<file path="config.mk">
export PLATFORM = sky130hd
export DESIGN_NAME = sc_mac_accum
export DESIGN_NICKNAME = d
export VERILOG_FILES = /design/src/rtl/sc_pkg.sv /design/src/rtl/sc_frame_counter.sv /design/src/rtl/sc_mac_accum.sv
export SDC_FILE = /design/constraint.sdc
export NUM_CORES = 1
export LEC_CHECK = 0
export CAP_MARGIN = 20
export CORE_MARGIN = 10
export CORE_UTILIZATION = 49
export CTS_BUF_LIST = sky130_fd_sc_hd__clkbuf_4 sky130_fd_sc_hd__clkbuf_8 sky130_fd_sc_hd__clkbuf_16
export DETAILED_ROUTE_END_ITERATION = 8
export HOLD_SLACK_MARGIN = 0.08
export PLACE_DENSITY = 0.75
export SLEW_MARGIN = 20
export SYNTH_ARGS = -nofsm -noshare
export SYNTH_HDL_FRONTEND = slang
export SYNTH_SLANG_ARGS = --single-unit
export TNS_END_PERCENT = 5
</file>
<file path="constraint.sdc">
create_clock -name clk -period 1.7 [get_ports clk]
set_input_delay 0.34 -clock clk [delete_from_list [all_inputs] [get_ports clk]]
set_output_delay 0.34 -clock clk [all_outputs]
set_load 0.05 [all_outputs]
</file>
<file path="src/rtl/sc_pkg.sv">
// Shared definitions for the stochastic-computing MAC slice.
// Contents: default stream length, product-mode encodings, MAC FSM state
// enum, and width helpers for the accumulator and term index.
package sc_pkg;

    // 128-bit frames, matching the 7-bit SNG counter
    localparam int unsigned SC_LEN_LOG2 = 7;

    // Product mode: AND for unipolar streams, XNOR for bipolar streams
    localparam bit SC_UNIPOLAR = 1'b0;
    localparam bit SC_BIPOLAR  = 1'b1;

    typedef enum logic [1:0] {
        ST_IDLE = 2'd0,
        ST_RUN  = 2'd1,
        ST_DONE = 2'd2
    } mac_state_e;

    // Bits needed to hold terms * 2^len_log2 without overflow
    function automatic int unsigned sc_acc_width(input int unsigned len_log2,
                                                 input int unsigned terms);
        return len_log2 + 32'd1 + 32'($clog2(terms));
    endfunction

    // Term index width, never below one bit
    function automatic int unsigned sc_idx_width(input int unsigned terms);
        return (terms > 32'd1) ? 32'($clog2(terms)) : 32'd1;
    endfunction

endpackage

</file>
<file path="src/rtl/sc_frame_counter.sv">
// Bit/term position tracker for one MAC operation.
// Ports: clk, rst (async active-low), clr (sync clear), en (advance by one
// sampled bit), term_cnt (current term), last_c (this sample completes the
// final frame of the final term).
module sc_frame_counter
    import sc_pkg::*;
#(
    parameter int unsigned LEN_LOG2 = SC_LEN_LOG2,
    parameter int unsigned TERMS    = 4,
    parameter int unsigned IDX_W    = sc_idx_width(TERMS)
) (
    input  logic             clk,
    input  logic             rst,
    input  logic             clr,
    input  logic             en,
    output logic [IDX_W-1:0] term_cnt,
    output logic             last_c
);

    localparam logic [LEN_LOG2-1:0] BIT_MAX   = '1;
    localparam logic [IDX_W-1:0]    TERM_LAST = IDX_W'(TERMS - 32'd1);

    logic [LEN_LOG2-1:0] bit_cnt;

    assign last_c = (bit_cnt == BIT_MAX) && (term_cnt == TERM_LAST);

    // Final sample returns both counters to zero so term index reads 0 after completion
    always_ff @(posedge clk or negedge rst) begin
        if (!rst) begin
            bit_cnt  <= '0;
            term_cnt <= '0;
        end else if (clr) begin
            bit_cnt  <= '0;
            term_cnt <= '0;
        end else if (en) begin
            if (last_c) begin
                bit_cnt  <= '0;
                term_cnt <= '0;
            end else begin
                bit_cnt <= bit_cnt + 1'b1;
                if (bit_cnt == BIT_MAX) begin
                    term_cnt <= term_cnt + 1'b1;
                end
            end
        end
    end

endmodule

</file>
<file path="src/rtl/sc_mac_accum.sv">
// Stochastic multiply-accumulate: multiplies two aligned bitstreams bit by
// bit (AND unipolar / XNOR bipolar), counts product ones over TERMS frames of
// 2^LEN_LOG2 sampled bits, and presents the binary count with a 1-cycle pulse.
// Ports: clk, rst (async active-low), start, clear (sync abort), in_en
// (sample qualifier), x_sn/w_sn (streams), busy, term_idx, sum, sum_valid.
module sc_mac_accum
    import sc_pkg::*;
#(
    parameter  int unsigned LEN_LOG2 = SC_LEN_LOG2,
    parameter  int unsigned TERMS    = 4,
    parameter  bit          BIPOLAR  = SC_UNIPOLAR,
    localparam int unsigned ACC_W    = sc_acc_width(LEN_LOG2, TERMS),
    localparam int unsigned IDX_W    = sc_idx_width(TERMS)
) (
    input  logic             clk,
    input  logic             rst,
    input  logic             start,
    input  logic             clear,
    input  logic             in_en,
    input  logic             x_sn,
    input  logic             w_sn,
    output logic             busy,
    output logic [IDX_W-1:0] term_idx,
    output logic [ACC_W-1:0] sum,
    output logic             sum_valid
);

    mac_state_e       state;
    mac_state_e       state_nxt;
    logic             cnt_clr;
    logic             smp_en;
    logic             last_c;
    logic             p_c;
    logic [ACC_W-1:0] acc;
    logic [ACC_W-1:0] acc_sum_c;

    // Bit-level product of the two streams
    assign p_c       = (BIPOLAR == SC_BIPOLAR) ? ~(x_sn ^ w_sn) : (x_sn & w_sn);
    assign acc_sum_c = acc + ACC_W'(p_c);

    sc_frame_counter #(
        .LEN_LOG2 (LEN_LOG2),
        .TERMS    (TERMS),
        .IDX_W    (IDX_W)
    ) u_frame_cnt (
        .clk      (clk),
        .rst      (rst),
        .clr      (cnt_clr),
        .en       (smp_en),
        .term_cnt (term_idx),
        .last_c   (last_c)
    );

    // Next state and per-cycle controls; clear overrides everything
    always_comb begin
        state_nxt = state;
        cnt_clr   = 1'b0;
        smp_en    = 1'b0;
        case (state)
            ST_IDLE: begin
                if (start) begin
                    state_nxt = ST_RUN;
                    cnt_clr   = 1'b1;
                end
            end
            ST_RUN: begin
                if (in_en) begin
                    smp_en = 1'b1;
                    if (last_c) begin
                        state_nxt = ST_DONE;
                    end
                end
            end
            ST_DONE: begin
                state_nxt = ST_IDLE;
                if (start) begin
                    state_nxt = ST_RUN;
                    cnt_clr   = 1'b1;
                end
            end
            default: state_nxt = ST_IDLE;
        endcase
        if (clear) begin
            state_nxt = ST_IDLE;
            cnt_clr   = 1'b1;
            smp_en    = 1'b0;
        end
    end

    // State, accumulator and registered outputs
    always_ff @(posedge clk or negedge rst) begin
        if (!rst) begin
            state     <= ST_IDLE;
            busy      <= 1'b0;
            sum_valid <= 1'b0;
            acc       <= '0;
            sum       <= '0;
        end else begin
            state     <= state_nxt;
            busy      <= (state_nxt == ST_RUN);
            sum_valid <= (state_nxt == ST_DONE);
            if (cnt_clr) begin
                acc <= '0;
            end else if (smp_en) begin
                acc <= last_c ? '0 : acc_sum_c;
            end
            // Final sample is folded in directly so sum is valid in DONE
            if (smp_en && last_c) begin
                sum <= acc_sum_c;
            end
        end
    end

endmodule

</file>
# Word-level counts from Yosys, hierarchy flattened
# Index checks and enable logic that the tools add are counted.
[classes]
add_sub_neg = 3
mul = 0
div_mod_pow = 0
order_cmp = 0
n_eq_ne = 6
shift = 0
mux = 22
n_bitwise = 1
n_reduce_logical = 7
[op_table]
columns = ["op", "count"]
rows = [
  ["$mux 10", 3],
  ["$mux 7", 3],
  ["$mux 2", 8],
  ["$add 10x1->10", 1],
  ["$add 7x1->7 const B", 1],
  ["$eq 7x7->1 const B", 1],
  ["$mux 1", 7],
  ["$eq 2x2->1 const B", 3],
  ["$pmux 2 s3", 1],
  ["$eq 2x1->1 const B", 2],
  ["$reduce_bool 3->1", 1],
  ["$add 2x1->2 const B", 1],
  ["$logic_and 1x1->1", 2],
  ["$logic_not 2->1", 1],
  ["$reduce_and 2->1", 1],
  ["$reduce_bool 2->1", 1],
  ["$reduce_or 2->1", 1],
  ["$and 1x1->1", 1],
]
[word_totals]
register_bits = 33
latch_bits = 0
mem_bits_rw = 0
mem_bits_ro = 0
input_bits = 7
output_inout_bits = 14
word_cells = 46
mem_count = 0

# Logic depth before layout (Yosys ltp)
[depth]
ltp_word = 7
depth_mapped = 7
mapped_depth_nobuf = 7

# Modules after synthesis
# From an unflattened synthesis, not the netlist that was laid out.
[unflattened]
hier_cells = 163
area_unflattened_um2 = 1677.9
[modules_own_cells]
columns = ["module", "instances", "cells_each", "area_each_um2", "seq_area_each_um2"]
rows = [
  ["sc_mac_accum", 1, 113, 1191.1, 600.6],
  ["sc_frame_counter", 1, 50, 486.7, 225.2],
]

# Least setup slack after synthesis
# Ideal clock, no wire load.
[synth_path]
path_kind = "register -> register"
from = "register u_frame_cnt.term_cnt[0]"
to = "register sum[0]"
setup_ps = 125
arrival_ps = 1873
required_ps = 1575
slack_ps = -297
stages_incl_launch_ff = 5
n_path_buf = 0
period_less_slack_ps = 1997
path_cell_list = "dfrtp_1 -> ha_1 -> nand4_1 -> nor4_4 -> mux2_2"
[synth_between]
elab_chain_cells = 3
[synth_rtl]
columns = ["element", "line_no", "rtl"]
rows = [
  ["start: declaration", "sc_frame_counter.sv:16", "output logic [IDX_W-1:0] term_cnt,"],
  ["start signal: assignment", "sc_frame_counter.sv:42", "term_cnt <= term_cnt + 1'b1;"],
  ["$eq 2x2->1", "sc_frame_counter.sv:25", "assign last_c = (bit_cnt == BIT_MAX) && (term_cnt == TERM_LAST);"],
  ["$logic_and 1x1->1", "sc_frame_counter.sv:25", ""],
  ["$logic_and 1x1->1", "sc_mac_accum.sv:108", "if (smp_en && last_c) begin"],
  ["end signal: assignment", "sc_mac_accum.sv:109", "sum <= acc_sum_c;"],
  ["end: declaration", "sc_mac_accum.sv:24", "output logic [ACC_W-1:0] sum,"],
]
# No other way between the ends.
# A chain may end at the register's enable or synchronous reset.

# Worst setup path after layout
[layout_path]
from = "register u_frame_cnt.bit_cnt[1]"
to = "register acc[6]"
[layout_between]
elab_chain_cells = 5
[layout_rtl]
columns = ["element", "line_no", "rtl"]
rows = [
  ["start: declaration", "sc_frame_counter.sv:23", "logic [LEN_LOG2-1:0] bit_cnt;"],
  ["start signal: assignment", "sc_frame_counter.sv:40", "bit_cnt <= bit_cnt + 1'b1;"],
  ["$eq 7x7->1", "sc_frame_counter.sv:25", ""],
  ["$logic_and 1x1->1", "sc_frame_counter.sv:25", ""],
  ["$mux 10", "sc_mac_accum.sv:105", "acc <= last_c ? '0 : acc_sum_c;"],
  ["$mux 10", "sc_mac_accum.sv:104", "end else if (smp_en) begin"],
  ["$mux 10", "sc_mac_accum.sv:102", "if (cnt_clr) begin"],
  ["end signal: assignment", "sc_mac_accum.sv:105", ""],
  ["end: declaration", "sc_mac_accum.sv:34", "logic [ACC_W-1:0] acc;"],
]
# No other way between the ends. The select of a mux whose other input is x is not followed.

==> reports/metrics.cfg <==
[run_status]
outcome=finished clean

[final_layout]
antenna_cells=0
finalNetCount=211
post-route-util_pct=68.5
area_delta_synth_final_pct=31.6
nFillCells=238
drive_gt1_share_pct=33.3

[pwr]
switching_share_pct=23.8
power_switching_mw=0.331
power.internal_mw=1.06
power.share.clock_pct=33.9
power.density_mw_per_mm2=647
p_comb_share_pct=8.8
p_leak_nw=0.980
seq_power_share_pct=57.3
ir_worst_vdd_v=0.000489

[yosys]
ys_top_cells_by_area=dfrtp_1 51%, a21oi_1 4.3%, nor2_1 3.9%
synthArstFlopShare_pct=100
synth_nets=166
yosysUniqueCellTypes=34
synth_common_cells=33 x dfrtp_1, 17 x nor2_1, 14 x a21oi_1
synthFlopType=dfrtp_1
synth_edf_count=0
yosysSeqAreaShare_pct=50.7
synth_warnings=0
syn_area_mm2=0.00163
ys_seq_elements=33
syn_area_per_cell_um2=10.5
yosys.cell_count.top_type=dfrtp_1
post-synth-top-area-cell=dfrtp_1
syn-instance-count=155
synth_top_area_share_pct=50.7

[clocking]
cts_tree=yes
clock_latency_ns=0.33
cts_buffers=5
clkSinkCount=33
cts_hold_buffers=0
path_clk_slew_ns=0.10
cts_htree_levels=2
clock_path_buffers=2
clock-root-buffer=clkbuf_4

[sta]
fin_skew_ns=0.00709
fin_setup_tns_ns=0
tightestPinTransition_ns=0.452
slew_viol_final=0
setup_viol=0
hold_viol=0
rsz0062_at_grt=true
relSlewSlack_pct=69.5
setup_ws_ns=0.0535
fmax_ghz=0.607
layout_min_cycle_time_ns=1.65
period_share_pct=96.9

[global_routing]
grt_pass1_vias=1360
grt_max_degree=34
grt_pass1_wl_um=6010
grt_overflow=0
antenna_found_initial=0
grt.total_usage_pct=12.0

[run]
drv_cap=0

[placed_design]
pre_cts_ws_ns=-0.427
gp_congestion=0.891
hpwl_um=2590
numPortBuffers=20

[routing]
via_count=1332
vias_per_cell=5.44
wl_per_cell_um=14.3
final_antenna_net_count=0
drt-pass1-iter-count=4
drtIter0Drc=87
drc=0
totalWireLength_um=3500

[setup_path]
end_kind=flop
crit_cells=6
cp.arrival_ns=1.90
start_kind=flop
slowest_delay_ns=0.42
path_cells=ha_4 > and4_1 > a211oi_4 > buf_6 > a41oi_1 > a31oi_1
crit_type=reg -> reg
slowest_stage=dfrtp_1
required_ns=1.96
worst-r2r-cell-count=6
crit_fanout=6
cp_num_buf_inv=1
cp_top_family=compound AO/OA/AOI/OAI gates

[die]
core_region_area_mm2=0.00313
die_area_mm2=0.00603
start_util_pct=52.0
fp.dieH_um=77.6
row_count=20
num_io_pins=21
die_w_um=77.6

[worst_hold_path]
hold_class=in -> async

==> routing by layer <==
metal	wire, µm	track usage, %
met5	0	0
met2	1620	18.7
met4	70	6.57
met3	171	3.92
met1	1640	14.3
==> stage by stage <==
stage / instances / instance area, µm² / power, mW / hold slack [ns]
3_3_place_gp: 233 / 1960 / 0.925 / 0.484
3_5_place_dp: 233 / 1960 / 0.930 / 0.495
6_report: 245 / 2140 / 1.39 / 0.390
5_1_grt: 245 / 2140 / 1.44 / 0.435
2_1_floorplan: 155 / 1630 / 0.857 / 0.0444
4_1_cts: 241 / 2040 / 1.39 / 0.413
==> power by group through the flow <==
| stage | Sequential [mW] | Combinational (mW) | Clock, mW |
|---|---|---|---|
| floorplan | 0.816 | 0.0407 | 0 |
| global placement | 0.810 | 0.115 | 0 |
| detailed placement | 0.810 | 0.120 | 0 |
| CTS | 0.794 | 0.123 | 0.477 |
| global route | 0.796 | 0.134 | 0.510 |
| finish | 0.795 | 0.122 | 0.470 |
==> placed cells by master (no fill, tap or decap), types with 2 or more instances in the layout <==
cell type	instances
a21oi_1	14
a22o_1	4
a31oi_1	8
and2_1	3
and3_1	4
buf_4	37
buf_6	2
clkbuf_4	8
clkdlybuf4s50_1	4
dfrtp_1	31
dfrtp_2	2
dlymetal6s2s_1	2
ha_4	3
mux2_4	3
nand2_1	10
nand3_1	6
nand3_2	2
nand4_1	3
nor2_1	17
nor3_2	3
o21ai_0	3
o311ai_0	2
o31ai_1	2
xnor2_1	6
xor2_1	7
==> worst paths after layout <==
kind	from	to	slack, ns
hold reg to reg	acc[0]$_DFFE_PN0P_	acc[0]$_DFFE_PN0P_	0.53
hold / removal	rst	u_frame_cnt.bit_cnt[4]$_DFFE_PN0P_	0.39
setup / recovery	u_frame_cnt.bit_cnt[1]$_DFFE_PN0P_	acc[6]$_DFFE_PN0P_	0.05
min in group clk	x_sn	acc[0]$_DFFE_PN0P_	0.50
max in group asynchronous	rst	u_frame_cnt.term_cnt[1]$_DFFE_PN0P_	0.98
setup reg to reg	u_frame_cnt.bit_cnt[1]$_DFFE_PN0P_	acc[6]$_DFFE_PN0P_	0.05
==> state kept, by name, indices dropped and copies added, names as in the netlist <==
signal                count
sum_valid                 1
u_frame_cnt.term_cnt      2
state                     2
u_frame_cnt.bit_cnt       7
acc                      10
busy                      1
sum                      10
==> layout make-up <==
class / instances / area [µm²] / area share (%)
tap: 44 / 55.1 / 2.57
clock buffer: 8 / 60.1 / 2.80
multi-input combinational: 114 / 830 / 38.7
sequential: 33 / 828 / 38.7
inverter: 1 / 3.75 / 0.175
timing repair buffer: 45 / 365 / 17.1
==> kinds of logic (layout without fill, tap and decap cells) <==
group / Yosys count / after routing / synth area share [%]
xor+xnor: 13 / 13 / 6.99
simple gates: 57 / 57 / 18.4
mux: 4 / 4 / 2.77
flops: 33 / 33 / 50.7
compound gates: 36 / 36 / 14.7
fa+ha+maj: 4 / 4 / 3.07
buf+inv: 8 / 54 / 3.30
==> timing repair <==
| item | CTS | global route |
|---|---|---|
| cloned | 0 | 0 |
| resized for setup | 5 | 15 |
| buffers inserted | 0 | 4 |
| pin swaps | 3 | 9 |
| setup endpoints to repair | 17 | 22 |
Note: power is estimated with default switching activity, not from simulation.
